$ cat config.mk
export PLATFORM = sky130hd
export DESIGN_NAME = univ_shift_reg
export DESIGN_NICKNAME = d
export VERILOG_FILES = /design/src/rtl/shift_pkg.sv /design/src/rtl/univ_shift_reg.sv
export SDC_FILE = /design/constraint.sdc
export NUM_CORES = 1
export LEC_CHECK = 0
export BUFFER_PORTS_ARGS = -buffer_cell sky130_fd_sc_hd__buf_4
export CAP_MARGIN = 25
export CORE_MARGIN = 2
export CORE_UTILIZATION = 45
export DETAILED_ROUTE_END_ITERATION = 10
export PLACE_DENSITY = 0.68
export SLEW_MARGIN = 20
export SYNTH_ARGS = -nofsm -noshare
export SYNTH_HDL_FRONTEND = slang
export SYNTH_SLANG_ARGS = --single-unit
$ cat constraint.sdc
create_clock -name i_CLK -period 2.07 [get_ports i_CLK]
set_clock_uncertainty 0.05 [all_clocks]
set_input_delay 0.1035 -clock i_CLK [delete_from_list [all_inputs] [get_ports i_CLK]]
set_output_delay 0.1035 -clock i_CLK [all_outputs]
set_load 0.03 [all_outputs]
$ cat src/rtl/shift_pkg.sv
// shift_pkg: shared mode codes and FSM state encoding for univ_shift_reg.
//   MODE_* : 3-bit operation selector values for i_MODE
//   state_t: IDLE / XFER states of the automatic serial transfer
package shift_pkg;
    localparam logic [2:0] MODE_HOLD = 3'b000;
    localparam logic [2:0] MODE_LOAD = 3'b001;
    localparam logic [2:0] MODE_SHL  = 3'b010;
    localparam logic [2:0] MODE_SHR  = 3'b011;
    localparam logic [2:0] MODE_ROL  = 3'b100;
    localparam logic [2:0] MODE_ROR  = 3'b101;
    localparam logic [2:0] MODE_ASR  = 3'b110;
    localparam logic [2:0] MODE_CLR  = 3'b111;

    typedef enum logic {
        ST_IDLE = 1'b0,
        ST_XFER = 1'b1
    } state_t;
endpackage

$ cat src/rtl/univ_shift_reg.sv
// univ_shift_reg: universal WIDTH-bit register with hold/load/shift/rotate/clear
// modes and an automatic MSB-first serial transfer of WIDTH bits.
//   i_CLK, i_RST : clock, synchronous active-high reset
//   i_EN         : enable for mode operations and transfer shifts (baud tick)
//   i_MODE       : operation select, honoured in IDLE only
//   i_D, i_SER   : parallel and serial data in
//   i_START      : begin a transfer (IDLE only, independent of i_EN)
//   o_Q          : register contents
//   o_SER_OUT    : serial out, always o_Q[WIDTH-1]
//   o_BUSY       : transfer in progress
//   o_DONE       : one-cycle pulse after the last transfer shift
module univ_shift_reg
    import shift_pkg::*;
#(
    parameter int WIDTH = 8
) (
    input  logic             i_CLK,
    input  logic             i_RST,
    input  logic             i_EN,
    input  logic [2:0]       i_MODE,
    input  logic [WIDTH-1:0] i_D,
    input  logic             i_SER,
    input  logic             i_START,
    output logic [WIDTH-1:0] o_Q,
    output logic             o_SER_OUT,
    output logic             o_BUSY,
    output logic             o_DONE
);
    localparam int CW = $clog2(WIDTH + 1);
    localparam logic [CW-1:0] CNT_LAST = CW'(WIDTH);

    logic [WIDTH-1:0] r_q;
    logic [WIDTH-1:0] w_q_next;
    state_t           r_state;
    state_t           w_state_next;
    logic [CW-1:0]    r_cnt;
    logic [CW-1:0]    w_cnt_next;
    logic             r_busy;
    logic             w_busy_next;
    logic             r_done;
    logic             w_done_next;

    assign o_Q       = r_q;
    assign o_SER_OUT = r_q[WIDTH-1];
    assign o_BUSY    = r_busy;
    assign o_DONE    = r_done;

    // Next-Q mux: START beats MODE in IDLE; XFER always shifts left on i_EN.
    always_comb begin
        w_q_next = r_q;
        if (r_state == ST_IDLE) begin
            if (i_START) begin
                w_q_next = i_D;
            end else if (i_EN) begin
                case (i_MODE)
                    MODE_HOLD: w_q_next = r_q;
                    MODE_LOAD: w_q_next = i_D;
                    MODE_SHL:  w_q_next = {r_q[WIDTH-2:0], i_SER};
                    MODE_SHR:  w_q_next = {i_SER, r_q[WIDTH-1:1]};
                    MODE_ROL:  w_q_next = {r_q[WIDTH-2:0], r_q[WIDTH-1]};
                    MODE_ROR:  w_q_next = {r_q[0], r_q[WIDTH-1:1]};
                    MODE_ASR:  w_q_next = {r_q[WIDTH-1], r_q[WIDTH-1:1]};
                    default:   w_q_next = '0;
                endcase
            end
        end else if (i_EN) begin
            w_q_next = {r_q[WIDTH-2:0], i_SER};
        end
    end

    // Transfer FSM: counter counts completed shifts; the WIDTH-th ends XFER.
    always_comb begin
        w_state_next = r_state;
        w_cnt_next   = r_cnt;
        w_busy_next  = r_busy;
        w_done_next  = 1'b0;
        case (r_state)
            ST_IDLE: begin
                if (i_START) begin
                    w_state_next = ST_XFER;
                    w_cnt_next   = '0;
                    w_busy_next  = 1'b1;
                end
            end
            default: begin
                if (i_EN) begin
                    w_cnt_next = r_cnt + 1'b1;
                    if (w_cnt_next == CNT_LAST) begin
                        w_state_next = ST_IDLE;
                        w_busy_next  = 1'b0;
                        w_done_next  = 1'b1;
                    end
                end
            end
        endcase
    end

    always_ff @(posedge i_CLK) begin
        if (i_RST) begin
            r_q     <= '0;
            r_state <= ST_IDLE;
            r_cnt   <= '0;
            r_busy  <= 1'b0;
            r_done  <= 1'b0;
        end else begin
            r_q     <= w_q_next;
            r_state <= w_state_next;
            r_cnt   <= w_cnt_next;
            r_busy  <= w_busy_next;
            r_done  <= w_done_next;
        end
    end
endmodule

# Word level (Yosys, flattened, before mapping)
# Cells that the tools add are included.
[classes] add_sub_neg=1 eq_ne=11 muxes=17 n_bitwise=2 n_reduce_logical=8
[ops] cell="8-bit one-hot mux with 7 select lines" count=1
[ops] cell="8-bit 2-to-1 mux" count=4
[ops] cell="4-bit 2-to-1 mux" count=3
[ops] cell="3-bit equality test (second input constant)" count=3
[ops] cell="1-bit 2-to-1 mux" count=9
[ops] cell="3-bit by 2-bit equality test with 1-bit output (second input constant)" count=2
[ops] cell="3-bit inequality test (second input constant)" count=2
[ops] cell="3-bit AND reduction" count=2
[ops] cell="4-bit by 1-bit adder with 4-bit output (second input constant)" count=1
[ops] cell="4-bit equality test (second input constant)" count=1
[ops] cell="4-bit AND reduction" count=1
[ops] cell="2-bit nonzero test" count=2
[ops] cell="3-bit by 1-bit equality test with 1-bit output (second input constant)" count=1
[ops] cell="3-bit zero test" count=1
[ops] cell="3-bit OR reduction" count=1
[ops] cell="2-bit by 1-bit inequality test with 1-bit output (second input constant)" count=1
[ops] cell="2-bit inequality test (second input constant)" count=1
[ops] cell="1-bit NOT" count=2
[ops] cell="2-bit AND reduction" count=1
[totals] register_bits=15 inputBits=16 out_inout_bits=11 wordCells=45

# Depth between registers and ports, before layout
[logic_depth] depth_word=5 ltp_mapped=6 ltp_nobuf=4

# Worst setup path after synthesis
# OpenSTA, ideal clock, no wires.
[synth_timing] path_type="input to register" startpoint="in i_MODE[2]" endpoint="reg r_q[0] (netlist: o_Q[0])" setup_time_ns=0.091 arrival_ns=1.187 required_ns=1.929 path_slack_ns=0.742 stages=5 n_path_buf=1 cell_sequence="buf_6 > and3_4 > a2111oi_4 > o31ai_1 > a311oi_1"
[synth_between] elab_chain_cells=5 word_cells_on_any_way=13 classes_between="eq/ne: 7; mux: 4; reduce/logical: 2"
[synth_rtl] element="start, declared" line="univ_shift_reg.sv:20" text="input logic [2:0] i_MODE,"
[synth_rtl] element="3-bit equality test (tied with other cells)" line="univ_shift_reg.sv:55" text="case (i_MODE)"
[synth_rtl] element="8-bit one-hot mux with 7 select lines" line="univ_shift_reg.sv:55"
[synth_rtl] element="8-bit 2-to-1 mux" line="univ_shift_reg.sv:54" text="end else if (i_EN) begin"
[synth_rtl] element="8-bit 2-to-1 mux" line="univ_shift_reg.sv:52" text="if (i_START) begin"
[synth_rtl] element="8-bit 2-to-1 mux" line="univ_shift_reg.sv:51" text="if (r_state == ST_IDLE) begin"
[synth_rtl] element="end signal, assigned" line="univ_shift_reg.sv:106" text="r_q <= w_q_next;"
[synth_rtl] element="end, declared" line="univ_shift_reg.sv:32" text="logic [WIDTH-1:0] r_q;"
# Several ways; a longest one is shown, not always the timed one. The select of a mux whose other input is x is not followed.
# A chain may end at the register's enable or synchronous reset.

# Final worst setup path
[layout_timing] startpoint="reg r_state" endpoint="reg r_q[4] (netlist: o_Q[4])"
[layout_between] elab_chain_cells=2 word_cells_on_any_way=4 classes_between="eq/ne: 2; mux: 1; reduce/logical: 1"
[layout_rtl] element="start, declared" line="univ_shift_reg.sv:34" text="state_t r_state;"
[layout_rtl] element="start signal, assigned" line="univ_shift_reg.sv:107" text="r_state <= w_state_next;"
[layout_rtl] element="3-bit inequality test (no source line) or 2-bit inequality test (tied branches)"
[layout_rtl] element="3-bit AND reduction (no source line)"
# Several ways; a longest one is shown, not always the timed one.

==> summary.md <==
| Metric | Value |
|---|---|
| WL final | 2620 um |
| Final setup viols | 0 |
| Height of the die | 52.9 um |
| Fin. Hold Viols | 0 |
| CP required | 2.22 ns |
| Post-synthesis sequential area ratio | 27.9% |
| Synth top area share | 27.9% |
| R2R cell count | 3 |
| Max Slew Vio Count | 0 |
| Vias | 1077 |
| Syn Area/Cell | 8.35 um2 |
| Pre-CTS setup slack | 0.450 ns |
| Post-Syn Area | 1080 um2 |
| Max Freq | 0.599 GHz |
| Yosys cell types | 36 |
| P_sw | 0.000255 W |
| Post-synth top area cell | dfxtp_1 |
| #FFs+latches synth | 15 |
| CTS Buffer Depth | 2 |
| Fin crit period | 1.67 ns |
| Post-cts gate resize count | 0 |
| CP Max Fanout | 14 |
| P_leak | 0.509 nW |
| Pwr dens | 577 nW/um2 |
| Clock Pin Slew Worst Setup and Hold Paths | 0.09 ns |
| Reg-to-reg slack, setup | 0.40 ns |
| Min-delay src | i_RST |
| Hold path endpoint | o_Q[6] |
| Width of the die | 52.9 um |
| 1st-pass router iterations | 4 |
| Top-count cell post-synth | nor2_1 |
| Synth Net Count | 146 |
| Synth warnings | 0 |
| IO Count | 27 |
| Final ANT Viol Nets | 0 |
| Synth top area cells | dfxtp_1 (28%), mux2i_1 (7.4%), a311oi_1 (7.3%) |
| Switching Share | 35.0% |
| CP Capture Type | flop |
| Fillers | 223 |
| Num Clock Sinks | 15 |
| CTS tree | built |
| GRT Total Usage | 21.2% |
| Crit-path cells | o41ai_1 -> nand2b_1 -> a311oi_1 |
| Root Driver | clkbuf_4 |
| Vias in the first global route | 942 |
| First-pass GRT wire length | 4400 um |
| Max Cap Violations | 0 |
| HP Class | in -> reg |
| Latest clock arrival within the worst-skew pair | 0.28 ns |
| Clock share of power | 22.8% |
| Routability Congestion | 0.808 |
| Crit Path Category | reg -> reg |
| Comb pwr share | 30.8% |
| CP arrival | 1.82 ns |
| Post-CTS setup buffers | 0 |
| Setup TNS | 0 ns |
| Ant. Diodes | 0 |
| Multi-input gate area | 684 um2 |
| Startpoint types | flop |
| Hold_buf cts | 0 |
| Internal power | 0.000475 W |
| Initial antenna violation count | 0 |
| Setup ws final | 0.400 ns |
| Outcome | finished, final reports clean |
| Die Footprint | 2800 um2 |
| Cell count after synthesis | 129 |
| Initial Utilization | 48.2% |
| Dpl hpwl | 1860 um |
| Unrepaired setup endpoints after global routing | false |
| Post-synth top flop | dfxtp_1 |
| Slowest CP cell | dfxtp_1 |
| GR Overflow Total | 0 |
| Largest net degree at the start of global routing | 24 |
| Area Growth Syn to Fin | 17.4% |
| IR drop worst, VDD | 0.353 mV |
| Largest stage delay on the critical path | 0.49 ns |
| Hold Slack | 0.0656 ns |
| CTS Buf Count | 3 |
| Htree depth | 1 |
| Part of the power in registers | 46.4% |
| # rows | 17 |
| CP startpoint | r_state |
| Fin crit share | 80.7% |
| Least-Margin Pin Slew | 0.577 ns |
| Slew headroom | 61.5% |
| Post-synth top cells | nor2_1 (21), dfxtp_1 (15), a311oi_1 (9) |
| Initial DRC count | 27 |
| DR vias/cell | 6.08 |
| # DRC | 0 |
| Core box area | 2230 um2 |
| PortBufs | 26 |
| RR Startpoint | r_state |
| Per-cell routed wire length | 14.8 um |
| Crit Reg-Reg Endpoint | o_Q[4] |
| Ys async rst share | 0% |
| Register area | 300 um2 |
| Hold path depth | 2 |
| Nets | 167 |
| Number of synthesized flops with an enable pin | 0 |
| Layout cells sized above 1 | 24.8% |
## power groups by stage
stage	sequential (W)	combinational, W	clock [W]
after global placement	0.000344	0.000222	0
after floorplan	0.000367	0.000130	0
after global routing	0.000343	0.000246	0.000188
after detailed placement	0.000346	0.000224	0
final	0.000339	0.000225	0.000167
after CTS	0.000339	0.000225	0.000179
## per-layer routing
| metal | vias up | wire (um) | track usage [%] |
|---|---|---|---|
| met5 | - | 0 | 0 |
| met4 | 0 | 14 | 2.56 |
| met3 | 2 | 114 | 5.93 |
| met2 | 25 | 1340 | 37.5 |
| met1 | 512 | 1150 | 26.2 |
| li1 | 538 | - | - |
## area by class of cell
type	instances	area share (%)
Clock buffer	3	1.78
Clock inverter	1	0.396
Inverter	2	0.593
Multi-Input combinational cell	100	54.1
Sequential cell	15	23.7
Tap cell	28	2.77
Timing Repair Buffer	28	16.6
## flip-flops by register name (all words and copies together), names as in the netlist
signal / flops
o_BUSY: 1
o_DONE: 1
o_Q: 8
r_cnt: 4
r_state: 1
## per-stage QoR
step / util, % / instance area (um2) / instances / power (W)
finish: 56.6 / 1260 / 177 / 0.000730
global route: 56.6 / 1260 / 177 / 0.000777
CTS: 56.6 / 1260 / 177 / 0.000743
detailed placement: 55.4 / 1240 / 173 / 0.000570
global placement: 55.4 / 1240 / 173 / 0.000566
floorplan: - / 1080 / 129 / 0.000497
## cells by family (layout without fill, tap and decap cells)
logic type	count (synthesis)	count (layout)	share of synthesized area, %
compound gates	46	46	33.0
xor+xnor	2	2	2.32
mux	8	8	7.43
flops	15	15	27.9
fa+ha+maj	1	1	1.16
buf+inv	14	34	8.59
simple gates	43	43	19.6
## critical path, delay by kind of cell, from the launching register on
family	cells	cell delay, ns
and+or+nand+nor	1	0.35
AOI/OAI and AO/OA	2	0.69
DFF	1	0.49
## placed cells by master (no fill, tap or decap)
| cell type | netlist | layout |
|---|---|---|
| buf_4 | 4 | 28 |
| nor2_1 | 21 | 21 |
| dfxtp_1 | 15 | 15 |
| a311oi_1 | 9 | 9 |
| mux2i_1 | 8 | 8 |
| o21ai_1 | 7 | 7 |
| a22oi_1 | 7 | 7 |
| a21oi_1 | 6 | 6 |
| a32o_1 | 6 | 6 |
| nand2_1 | 5 | 5 |
| nor3_1 | 4 | 4 |
| nand2b_1 | 3 | 3 |
| clkbuf_4 | 0 | 3 |
| and3_1 | 2 | 2 |
| a31oi_1 | 2 | 2 |
| inv_1 | 2 | 2 |
| a211oi_1 | 2 | 2 |
| nand3b_1 | 2 | 2 |
| o21ai_0 | 1 | 1 |
| xnor2_1 | 1 | 1 |
| nand4_1 | 1 | 1 |
| nor2b_1 | 1 | 1 |
| nor2_2 | 1 | 1 |
| and3b_2 | 1 | 1 |
| xnor2_2 | 1 | 1 |
| and3_4 | 1 | 1 |
| a2111oi_4 | 1 | 1 |
| o41ai_1 | 1 | 1 |
| nor3b_1 | 1 | 1 |
| o22ai_1 | 1 | 1 |
| a21o_1 | 1 | 1 |
| a32oi_1 | 1 | 1 |
| o31ai_1 | 1 | 1 |
| ha_1 | 1 | 1 |
| clkinv_2 | 0 | 1 |
## worst max-delay path by stage
stage | slack (ns) | endpoint | cells past startpoint
floorplan | 0.74 | o_Q[0] | 5
global placement | 0.40 | o_Q[0] | 5
detailed placement | 0.45 | o_Q[3] | 5
CTS | 0.40 | o_Q[4] | 3
global route | 0.24 | o_Q[1] | 4
finish | 0.40 | o_Q[4] | 3
No activity file was read; power rests on OpenSTA's default activity.
